File: config.mk
export PLATFORM = sky130hd
export DESIGN_NAME = ganesha_scan_ctrl_flat
export DESIGN_NICKNAME = d
export VERILOG_FILES = /design/src/rtl/ganesha_pkg.sv /design/src/rtl/ganesha_scan_ctrl_if.sv /design/src/rtl/scan_row_shifter.sv /design/src/rtl/ganesha_scan_ctrl.sv /design/src/flat_wrapper.sv
export SDC_FILE = /design/constraint.sdc
export NUM_CORES = 1
export LEC_CHECK = 0
export CORE_ASPECT_RATIO = 1.1
export CORE_MARGIN = 2
export CORE_UTILIZATION = 25
export CTS_CLUSTER_DIAMETER = 30
export DETAILED_ROUTE_END_ITERATION = 8
export SKIP_LAST_GASP = 1
export SLEW_MARGIN = 10
export SYNTH_ARGS = -nofsm -noshare
export SYNTH_HDL_FRONTEND = slang
export SYNTH_HIERARCHICAL = 1
export SYNTH_SLANG_ARGS = --single-unit
File: constraint.sdc
create_clock -name clk -period 3.4 [get_ports clk]
set_clock_uncertainty 0.1 [all_clocks]
set_input_delay 0.85 -clock clk [delete_from_list [all_inputs] [get_ports clk]]
set_output_delay 0.85 -clock clk [all_outputs]
set_load 0.01 [all_outputs]
File: src/rtl/ganesha_pkg.sv
// ganesha_pkg: shared geometry defaults and FSM encoding
// for the ganesha scan controller.
package ganesha_pkg;

    localparam int ROWS_DEF   = 32;
    localparam int COLS_DEF   = 64;
    localparam int ADDR_W_DEF = 5;

    typedef enum logic [1:0] {
        IDLE  = 2'd0,
        FETCH = 2'd1,
        WAIT  = 2'd2,
        SHIFT = 2'd3
    } scan_state_t;

endpackage

File: src/rtl/ganesha_scan_ctrl_if.sv
// ganesha_scan_ctrl_if: control, ROM and pixel-stream bundle.
// master is the scan controller, slave is the ROM/sink side.
interface ganesha_scan_ctrl_if
    import ganesha_pkg::*;
#(
    parameter int ADDR_W = ADDR_W_DEF,
    parameter int COLS   = COLS_DEF,
    parameter int COL_W  = $clog2(COLS)
);
    logic              start;
    logic              loop;
    logic              abort;
    logic              rom_en;
    logic [ADDR_W-1:0] rom_addr;
    logic [COLS-1:0]   rom_data;
    logic              pix_valid;
    logic              pix_ready;
    logic              pix_data;
    logic [ADDR_W-1:0] pix_row;
    logic [COL_W-1:0]  pix_col;
    logic              pix_eol;
    logic              pix_eof;
    logic              busy;
    logic              done;
    logic [7:0]        frame_cnt;

    modport master (
        input  start, loop, abort, rom_data, pix_ready,
        output rom_en, rom_addr, pix_valid, pix_data,
        output pix_row, pix_col, pix_eol, pix_eof,
        output busy, done, frame_cnt
    );

    modport slave (
        output start, loop, abort, rom_data, pix_ready,
        input  rom_en, rom_addr, pix_valid, pix_data,
        input  pix_row, pix_col, pix_eol, pix_eof,
        input  busy, done, frame_cnt
    );
endinterface

File: src/rtl/scan_row_shifter.sv
// scan_row_shifter: holds one ROM row and walks it MSB-first,
// tracking which column is currently presented.
module scan_row_shifter #(
    parameter int COLS  = 64,
    parameter int COL_W = $clog2(COLS)
) (
    input  logic             clk,
    input  logic             rst,
    input  logic             load,
    input  logic [COLS-1:0]  din,
    input  logic             shift,
    output logic             bit_out,
    output logic [COL_W-1:0] col,
    output logic             last
);
    logic [COLS-1:0]  sr;
    logic [COL_W-1:0] col_q;

    // Load a fresh row, or advance one pixel per accepted beat.
    always_ff @(posedge clk or posedge rst) begin
        if (rst) begin
            sr    <= '0;
            col_q <= '0;
        end else if (load) begin
            sr    <= din;
            col_q <= '0;
        end else if (shift) begin
            sr    <= {sr[COLS-2:0], 1'b0};
            col_q <= col_q + COL_W'(1);
        end
    end

    assign bit_out = sr[COLS-1];
    assign col     = col_q;
    assign last    = (col_q == COL_W'(COLS - 1));

endmodule

File: src/rtl/ganesha_scan_ctrl.sv
// ganesha_scan_ctrl: fetches image rows from an external ROM
// and streams them out one pixel per accepted beat.
module ganesha_scan_ctrl
    import ganesha_pkg::*;
#(
    parameter int ROWS   = ROWS_DEF,
    parameter int COLS   = COLS_DEF,
    parameter int ADDR_W = ADDR_W_DEF
) (
    input  logic clk,
    input  logic rst,
    ganesha_scan_ctrl_if.master bus
);
    localparam int COL_W = $clog2(COLS);
    localparam logic [ADDR_W-1:0] LAST_ROW = ADDR_W'(ROWS - 1);

    scan_state_t       state;
    logic [ADDR_W-1:0] row;
    logic [COL_W-1:0]  col;
    logic [ADDR_W-1:0] rom_addr_q;
    logic [7:0]        frame_q;
    logic              rom_en_q;
    logic              valid_q;
    logic              busy_q;
    logic              done_q;
    logic              sr_bit;
    logic              col_last;
    logic              last_row;
    logic              accept;
    logic              row_done;
    logic              in_shift;

    assign in_shift = (state == SHIFT);
    assign accept   = valid_q && bus.pix_ready;
    assign row_done = accept && col_last;
    assign last_row = (row == LAST_ROW);

    scan_row_shifter #(
        .COLS  (COLS),
        .COL_W (COL_W)
    ) u_shifter (
        .clk     (clk),
        .rst     (rst),
        .load    (state == WAIT),
        .din     (bus.rom_data),
        .shift   (accept),
        .bit_out (sr_bit),
        .col     (col),
        .last    (col_last)
    );

    // Row sequencing: fetch, wait for ROM, shift out, repeat.
    always_ff @(posedge clk or posedge rst) begin
        if (rst) begin
            state      <= IDLE;
            row        <= '0;
            frame_q    <= '0;
            rom_en_q   <= 1'b0;
            rom_addr_q <= '0;
            valid_q    <= 1'b0;
            busy_q     <= 1'b0;
            done_q     <= 1'b0;
        end else begin
            rom_en_q <= 1'b0;
            done_q   <= 1'b0;
            if (bus.abort) begin
                state   <= IDLE;
                valid_q <= 1'b0;
                busy_q  <= 1'b0;
            end else begin
                unique case (state)
                    IDLE: begin
                        if (bus.start) begin
                            state      <= FETCH;
                            row        <= '0;
                            rom_en_q   <= 1'b1;
                            rom_addr_q <= '0;
                            busy_q     <= 1'b1;
                        end
                    end
                    FETCH: begin
                        state <= WAIT;
                    end
                    WAIT: begin
                        state   <= SHIFT;
                        valid_q <= 1'b1;
                    end
                    SHIFT: begin
                        if (row_done) begin
                            valid_q  <= 1'b0;
                            rom_en_q <= 1'b1;
                            state    <= FETCH;
                            if (!last_row) begin
                                row        <= row + ADDR_W'(1);
                                rom_addr_q <= row + ADDR_W'(1);
                            end else begin
                                done_q     <= 1'b1;
                                frame_q    <= frame_q + 8'd1;
                                row        <= '0;
                                rom_addr_q <= '0;
                                if (!bus.loop) begin
                                    state    <= IDLE;
                                    rom_en_q <= 1'b0;
                                    busy_q   <= 1'b0;
                                end
                            end
                        end
                    end
                    default: begin
                        state <= IDLE;
                    end
                endcase
            end
        end
    end

    assign bus.rom_en    = rom_en_q;
    assign bus.rom_addr  = rom_addr_q;
    assign bus.pix_valid = valid_q;
    assign bus.pix_data  = sr_bit;
    assign bus.pix_row   = row;
    assign bus.pix_col   = col;
    assign bus.pix_eol   = in_shift && col_last;
    assign bus.pix_eof   = in_shift && col_last && last_row;
    assign bus.busy      = busy_q;
    assign bus.done      = done_q;
    assign bus.frame_cnt = frame_q;

endmodule

File: src/flat_wrapper.sv
// flat-port wrapper written by rule: the top's interface ports become plain ports
module ganesha_scan_ctrl_flat import ganesha_pkg::*;
#(
    parameter int ROWS   = ROWS_DEF,
    parameter int COLS   = COLS_DEF,
    parameter int ADDR_W = ADDR_W_DEF
)
  (clk, rst, bus_start, bus_loop, bus_abort, bus_rom_data, bus_pix_ready, bus_rom_en, bus_rom_addr, bus_pix_valid, bus_pix_data, bus_pix_row, bus_pix_col, bus_pix_eol, bus_pix_eof, bus_busy, bus_done, bus_frame_cnt);
  ganesha_scan_ctrl_if #(.ADDR_W(ADDR_W), .COLS(COLS)) bus_i ();
  input  logic clk;
  input  logic rst;
  input wire logic [$bits(bus_i.start)-1:0] bus_start;
  input wire logic [$bits(bus_i.loop)-1:0] bus_loop;
  input wire logic [$bits(bus_i.abort)-1:0] bus_abort;
  input wire logic [$bits(bus_i.rom_data)-1:0] bus_rom_data;
  input wire logic [$bits(bus_i.pix_ready)-1:0] bus_pix_ready;
  output wire logic [$bits(bus_i.rom_en)-1:0] bus_rom_en;
  output wire logic [$bits(bus_i.rom_addr)-1:0] bus_rom_addr;
  output wire logic [$bits(bus_i.pix_valid)-1:0] bus_pix_valid;
  output wire logic [$bits(bus_i.pix_data)-1:0] bus_pix_data;
  output wire logic [$bits(bus_i.pix_row)-1:0] bus_pix_row;
  output wire logic [$bits(bus_i.pix_col)-1:0] bus_pix_col;
  output wire logic [$bits(bus_i.pix_eol)-1:0] bus_pix_eol;
  output wire logic [$bits(bus_i.pix_eof)-1:0] bus_pix_eof;
  output wire logic [$bits(bus_i.busy)-1:0] bus_busy;
  output wire logic [$bits(bus_i.done)-1:0] bus_done;
  output wire logic [$bits(bus_i.frame_cnt)-1:0] bus_frame_cnt;
  assign bus_i.start = bus_start;
  assign bus_i.loop = bus_loop;
  assign bus_i.abort = bus_abort;
  assign bus_i.rom_data = bus_rom_data;
  assign bus_i.pix_ready = bus_pix_ready;
  assign bus_rom_en = bus_i.rom_en;
  assign bus_rom_addr = bus_i.rom_addr;
  assign bus_pix_valid = bus_i.pix_valid;
  assign bus_pix_data = bus_i.pix_data;
  assign bus_pix_row = bus_i.pix_row;
  assign bus_pix_col = bus_i.pix_col;
  assign bus_pix_eol = bus_i.pix_eol;
  assign bus_pix_eof = bus_i.pix_eof;
  assign bus_busy = bus_i.busy;
  assign bus_done = bus_i.done;
  assign bus_frame_cnt = bus_i.frame_cnt;
  ganesha_scan_ctrl #(.ROWS(ROWS), .COLS(COLS), .ADDR_W(ADDR_W)) u_core (.clk(clk), .rst(rst), .bus(bus_i));
endmodule
## Word level (Yosys, flattened, before mapping)

Cells that the tools add are included.

| cells by class | value |
|---|---|
| add/subtract/negate cells | 3 |
| eq/ne operators | 11 |
| mux-type cells | 33 |
| bitwise logic cells | 1 |
| reductions and logical operators | 14 |

Operators with widths:

| operator | number |
|---|---|
| 64-bit 2-to-1 mux | 2 |
| 1-bit 2-to-1 mux | 17 |
| 5-bit 2-to-1 mux | 3 |
| 6-bit 2-to-1 mux | 2 |
| 5-bit one-hot mux with 2 select lines | 1 |
| 8-bit by 1-bit adder with 8-bit output, second input constant | 1 |
| 2-bit 2-to-1 mux | 4 |
| 2-bit one-hot mux with 4 select lines | 1 |
| 4-bit AND reduction | 2 |
| 6-bit by 1-bit adder with 6-bit output, second input constant | 1 |
| 6-bit == test, second input constant | 1 |
| 3-bit by 2-bit inequality test with 1-bit output, second input constant | 2 |
| 3-bit inequality test, second input constant | 2 |
| 1-bit one-hot mux with 2 select lines | 3 |
| 3-bit nonzero test | 2 |
| 5-bit by 1-bit adder with 5-bit output, second input constant | 1 |
| 5-bit == test, second input constant | 1 |
| 5-bit AND reduction | 1 |
| 2-bit == test, second input constant | 2 |
| 1-bit logical AND | 4 |
| 2-bit AND reduction | 2 |
| 2-bit nonzero test | 2 |
| 2-bit by 1-bit == test with 1-bit output, second input constant | 1 |
| 2-bit zero test | 1 |
| 3 further kinds | 3 |

| storage, ports and cells | value |
|---|---|
| register bits | 89 |
| input port bits | 70 |
| logic and storage cells | 71 |

## Depth between registers and ports, before layout

Gate-level depths: netlist of run 1.

| depth | value |
|---|---|
| depth in word-level cells | 5 |
| mapped depth | 7 |

## Modules after synthesis

Netlist of run 1, hierarchy kept.

Modules (own cells, without submodules):

| module | instances | cells each | area each (sq um) | sequential area each (sq um) |
|---|---|---|---|---|
| scan_row_shifter | 1 | 307 | 3,230.6 | 1,751.7 |
| ganesha_scan_ctrl | 1 | 113 | 1,107.3 | 475.5 |

## Worst setup path after synthesis of run 1

OpenSTA, ideal clock, no wires.

| path | value |
|---|---|
| path kind | register to output |
| start | register, netlist name u_core/bus.rom_addr[0] |
| end | output bus_pix_eof |
| data arrival time | 1,362 ps |
| data required time | 2,450 ps |
| setup slack | 1,088 ps |
| cell stages (with the launch flop) | 6 |
| path buffers | 0 |
| cell sequence | dfrtp_1 > ha_1 > and3_1 > ha_1 > nand3_1 > inv_1 |

RTL lines:

| item | RTL line | source |
|---|---|---|
| end: declaration | flat_wrapper.sv:24 | `output wire logic [$bits(bus_i.pix_eof)-1:0] bus_pix_eof;` |

==> flow_summary.json, run 1 <==
{
  "status": "completed",
  "rsz0062_at_grt": "false",
  "gp_congestion": 0.8287,
  "slew_headroom": 0.4923,
  "maxSlewViolCount": 0,
  "grt_pass1_vias": 3303,
  "syn_area_sq_um": 4338,
  "yosys_warnings": 6,
  "dr.pass1.iters": 4,
  "drive_above_1_share": 0.05458,
  "fin_crit_ps": 3244,
  "cts_made_buffers": 9,
  "worst_pin_slew_ps": 760.7,
  "overflow": 0,
  "die_y_um": 142.2,
  "synth-seq-cells": 89,
  "wl_per_cell_um": 13.38,
  "placed_cells": 731,
  "start_util": 0.2549,
  "core_area_sq_um": 17020,
  "fin_tns_setup_ps": 0,
  "worstHoldPathCells": 1,
  "drtIter0Drc": 111,
  "p_leak_nw": 2.279,
  "cts_setup_buffers": 0,
  "die-area_sq_um": 18420,
  "track_usage": 0.1135,
  "dp_slack_ps": 447.2,
  "io_pins": 101,
  "synth_top_area_share": 0.5134,
  "cts_tree": "done",
  "fillCellCount": 1762,
  "synth.distinct_cells": 46,
  "fin_cells": 747,
  "antennaDiodeCount": 0,
  "setup.worst_path.start_class": "flip-flop",
  "grt_max_degree": 71,
  "drv_cap": 0,
  "postRouteAntennaNets": 0,
  "switching_share": 0.3216,
  "synth_edf_count": 0,
  "end_kind": "output port",
  "path_class": "reg2out",
  "synthArstFlopShare": 1.000,
  "setup_viol": 0,
  "p_comb_frac": 0.307,
  "p_seq_frac": 0.422,
  "fin_crit_sh": 0.9541,
  "synth_common_cells": "dfrtp_1, nand2_1, mux2i_1, o21ai_0, inv_1",
  "nets": 586,
  "numClockSinks": 89,
  "r2r_start": "u_core/u_shifter/col[0]",
  "grt_util_met3": 0.02970,
  "power.switching_mw": 1.272,
  "ir_drop_mv": 0.3030,
  "die_width_um": 129.6,
  "synth_flop_cell": "dfrtp_1",
  "hpwlAfterDp_mm": 6.825,
  "synth_top_cell_by_area": "dfrtp_1",
  "grtUsageMet1": 0.1409,
  "cp_max_fo": 8,
  "hold_path_end": "u_core/bus.frame_cnt[7]",
  "syn_to_final_growth_pct": 35.45,
  "grtUsageMet2": 0.1866,
  "routed_via_density": 4.418,
  "timing.rr.end": "u_core/bus.rom_addr[3]",
  "syn_inst": 420,
  "synth.avg_cell_area_sq_um": 10.33,
  "pwr-share-clk": 0.271,
  "clock_path_buffers": 2,
  "wl_mm": 9.997,
  "worst_slack_ps": 156.2,
  "cts_hold_buf": 0,
  "max_freq_mhz": 308.3,
  "grt_pass1_wl_mm": 16.40,
  "hold_path.class": "reg2reg",
  "floorplan.rows": 50,
  "worstPathArrival_ps": 2290,
  "cts_max_level": 3,
  "cts_root_buf": "clkbuf_16",
  "io_buffers": 100,
  "top_usage_layer": "met2",
  "intPower_mw": 2.683,
  "min-delay-start": "u_core/bus.frame_cnt[7]",
  "clk_pin_slew_ps": 60,
  "power_density_nw_per_um2": 673.2,
  "antenna_found_initial": 0,
  "clkLatencyLatePin_ps": 340,
  "drc": 0,
  "r2r_setup_slack_ps": 1070,
  "hold_viol_final": 0,
  "critPathRequiredTime_ps": 2450,
  "vias": 3300,
  "worst-r2r-cell-count": 6,
  "yosysMostFrequentCell": "dfrtp_1",
  "yosysSeqAreaShare": 0.5134,
  "syn-num-nets": 498,
  "synth.area.top_cells": "dfrtp_1, mux2i_1, o21ai_0"
}
critical path, stage by stage, from the launching register on:
cell and delay (ps):
dfrtp_1 440, ha_1 240, and3_1 180, ha_1 260, nand3_2 200, inv_1 100
clkdlybuf4s50_1 530
cells in the final DEF, fill, tap and decap left out, drive strengths merged, types with 2 or more instances in the layout:
| cell | netlist | routed |
|---|---|---|
| nand2b | 3 | 3 |
| clkinv | 0 | 2 |
| a32oi | 2 | 2 |
| buf | 21 | 7 |
| dfrtp | 89 | 89 |
| bufinv | 0 | 2 |
| clkdlybuf4s50 | 0 | 100 |
| nand4 | 4 | 4 |
| nor4 | 5 | 5 |
| ha | 8 | 8 |
| nor3 | 5 | 5 |
| and3 | 2 | 2 |
| o22ai | 2 | 2 |
| a211oi | 2 | 2 |
| o21ai | 67 | 67 |
| nor2 | 9 | 9 |
| nand2 | 69 | 69 |
| xnor2 | 2 | 2 |
| clkbuf | 9 | 12 |
| nand3b | 2 | 2 |
| nand3 | 8 | 8 |
| a21oi | 3 | 3 |
| xor2 | 9 | 9 |
| inv | 13 | 12 |
| mux2i | 66 | 66 |
| or3 | 3 | 3 |
power by group through the flow:
| stage | clock, mW | combinational, mW | sequential [mW] |
|---|---|---|---|
| final | 1.07 | 1.21 | 1.67 |
| after global placement | 0 | 1.20 | 1.68 |
| after floorplan | 0 | 0.902 | 1.63 |
| after CTS | 1.11 | 1.24 | 1.67 |
| after detailed placement | 0 | 1.23 | 1.69 |
| after global routing | 1.16 | 1.40 | 1.73 |
metrics by stage:
| step | power [mW] | hold WS [ps] | utilization | cell area [sq um] |
|---|---|---|---|---|
| global placement | 2.872 | 367.2 | 0.3259 | 5545 |
| finish | 3.956 | 378.4 | 0.3453 | 5876 |
| floorplan | 2.535 | 403.9 | - | 4338 |
| global route | 4.287 | 389.8 | 0.3453 | 5876 |
| CTS | 4.028 | 381.2 | 0.3449 | 5868 |
| detailed placement | 2.926 | 372.4 | 0.3259 | 5545 |
worst max path at each step:
stage                                 start                      end  slack (ps)  depth (start not counted)
floorplan                               rst  u_core/u_shifter/col[0]         680                          1
global placement    u_core/u_shifter/col[0]              bus_pix_eof         510                          6
detailed placement  u_core/u_shifter/col[0]              bus_pix_eof         450                          6
CTS                 u_core/u_shifter/col[0]              bus_pix_eof          60                          6
global route         u_core/bus.rom_addr[0]              bus_pix_eof          20                          6
finish               u_core/bus.rom_addr[0]              bus_pix_eof         160                          6
flip-flops by register name, indices dropped and copies added (netlist names):
name / count
u_core/u_shifter/col: 6
u_core/bus.pix_valid: 1
u_core/bus.busy: 1
u_core/bus.rom_addr: 5
u_core/u_shifter/sr: 64
u_core/bus.frame_cnt: 8
u_core/state: 2
u_core/bus.done: 1
u_core/bus.rom_en: 1
final cells by class:
cell class,instances,area [sq um],area share
Clock buffer,12,246.5,0.04195
Timing Repair Buffer,107,1091,0.1857
Multi-Input combinational cell,288,1892,0.3220
Sequential cell,89,2227,0.3790
Clock inverter,4,76.32,0.01299
Inverter,13,50.05,0.008518
Tap cell,234,292.8,0.04983
per-layer routing:
metal,share of wire,up-vias
met5,0,-
met4,0.016,0
met3,0.057,12
met2,0.48,82
met1,0.45,1575
li1,-,1631
repair_timing:
action	CTS	global route
endpoints found under the setup margin	0	1
gates resized for setup	0	2
endpoints found under the hold margin	0	0
logic make-up (layout without fill, tap and decap cells):
group / count (synthesis) / in the layout / synth area share
and+or+nand+nor: 117 / 117 / 0.1223
DFF: 89 / 89 / 0.5134
AOI/OAI and AO/OA: 85 / 85 / 0.1085
muxes: 67 / 67 / 0.1549
buffers and inverters: 43 / 136 / 0.05567
xor gates and xnor gates: 11 / 11 / 0.02221
adders and majority gates: 8 / 8 / 0.02308
Power figures use the tool's default switching activity.
==> inputs of run 2 (changes only) <==
- SLEW_MARGIN: 10 -> 5
==> results of run 2 <==
No change in the layout: final DEF, timing and power equal those of run 1.
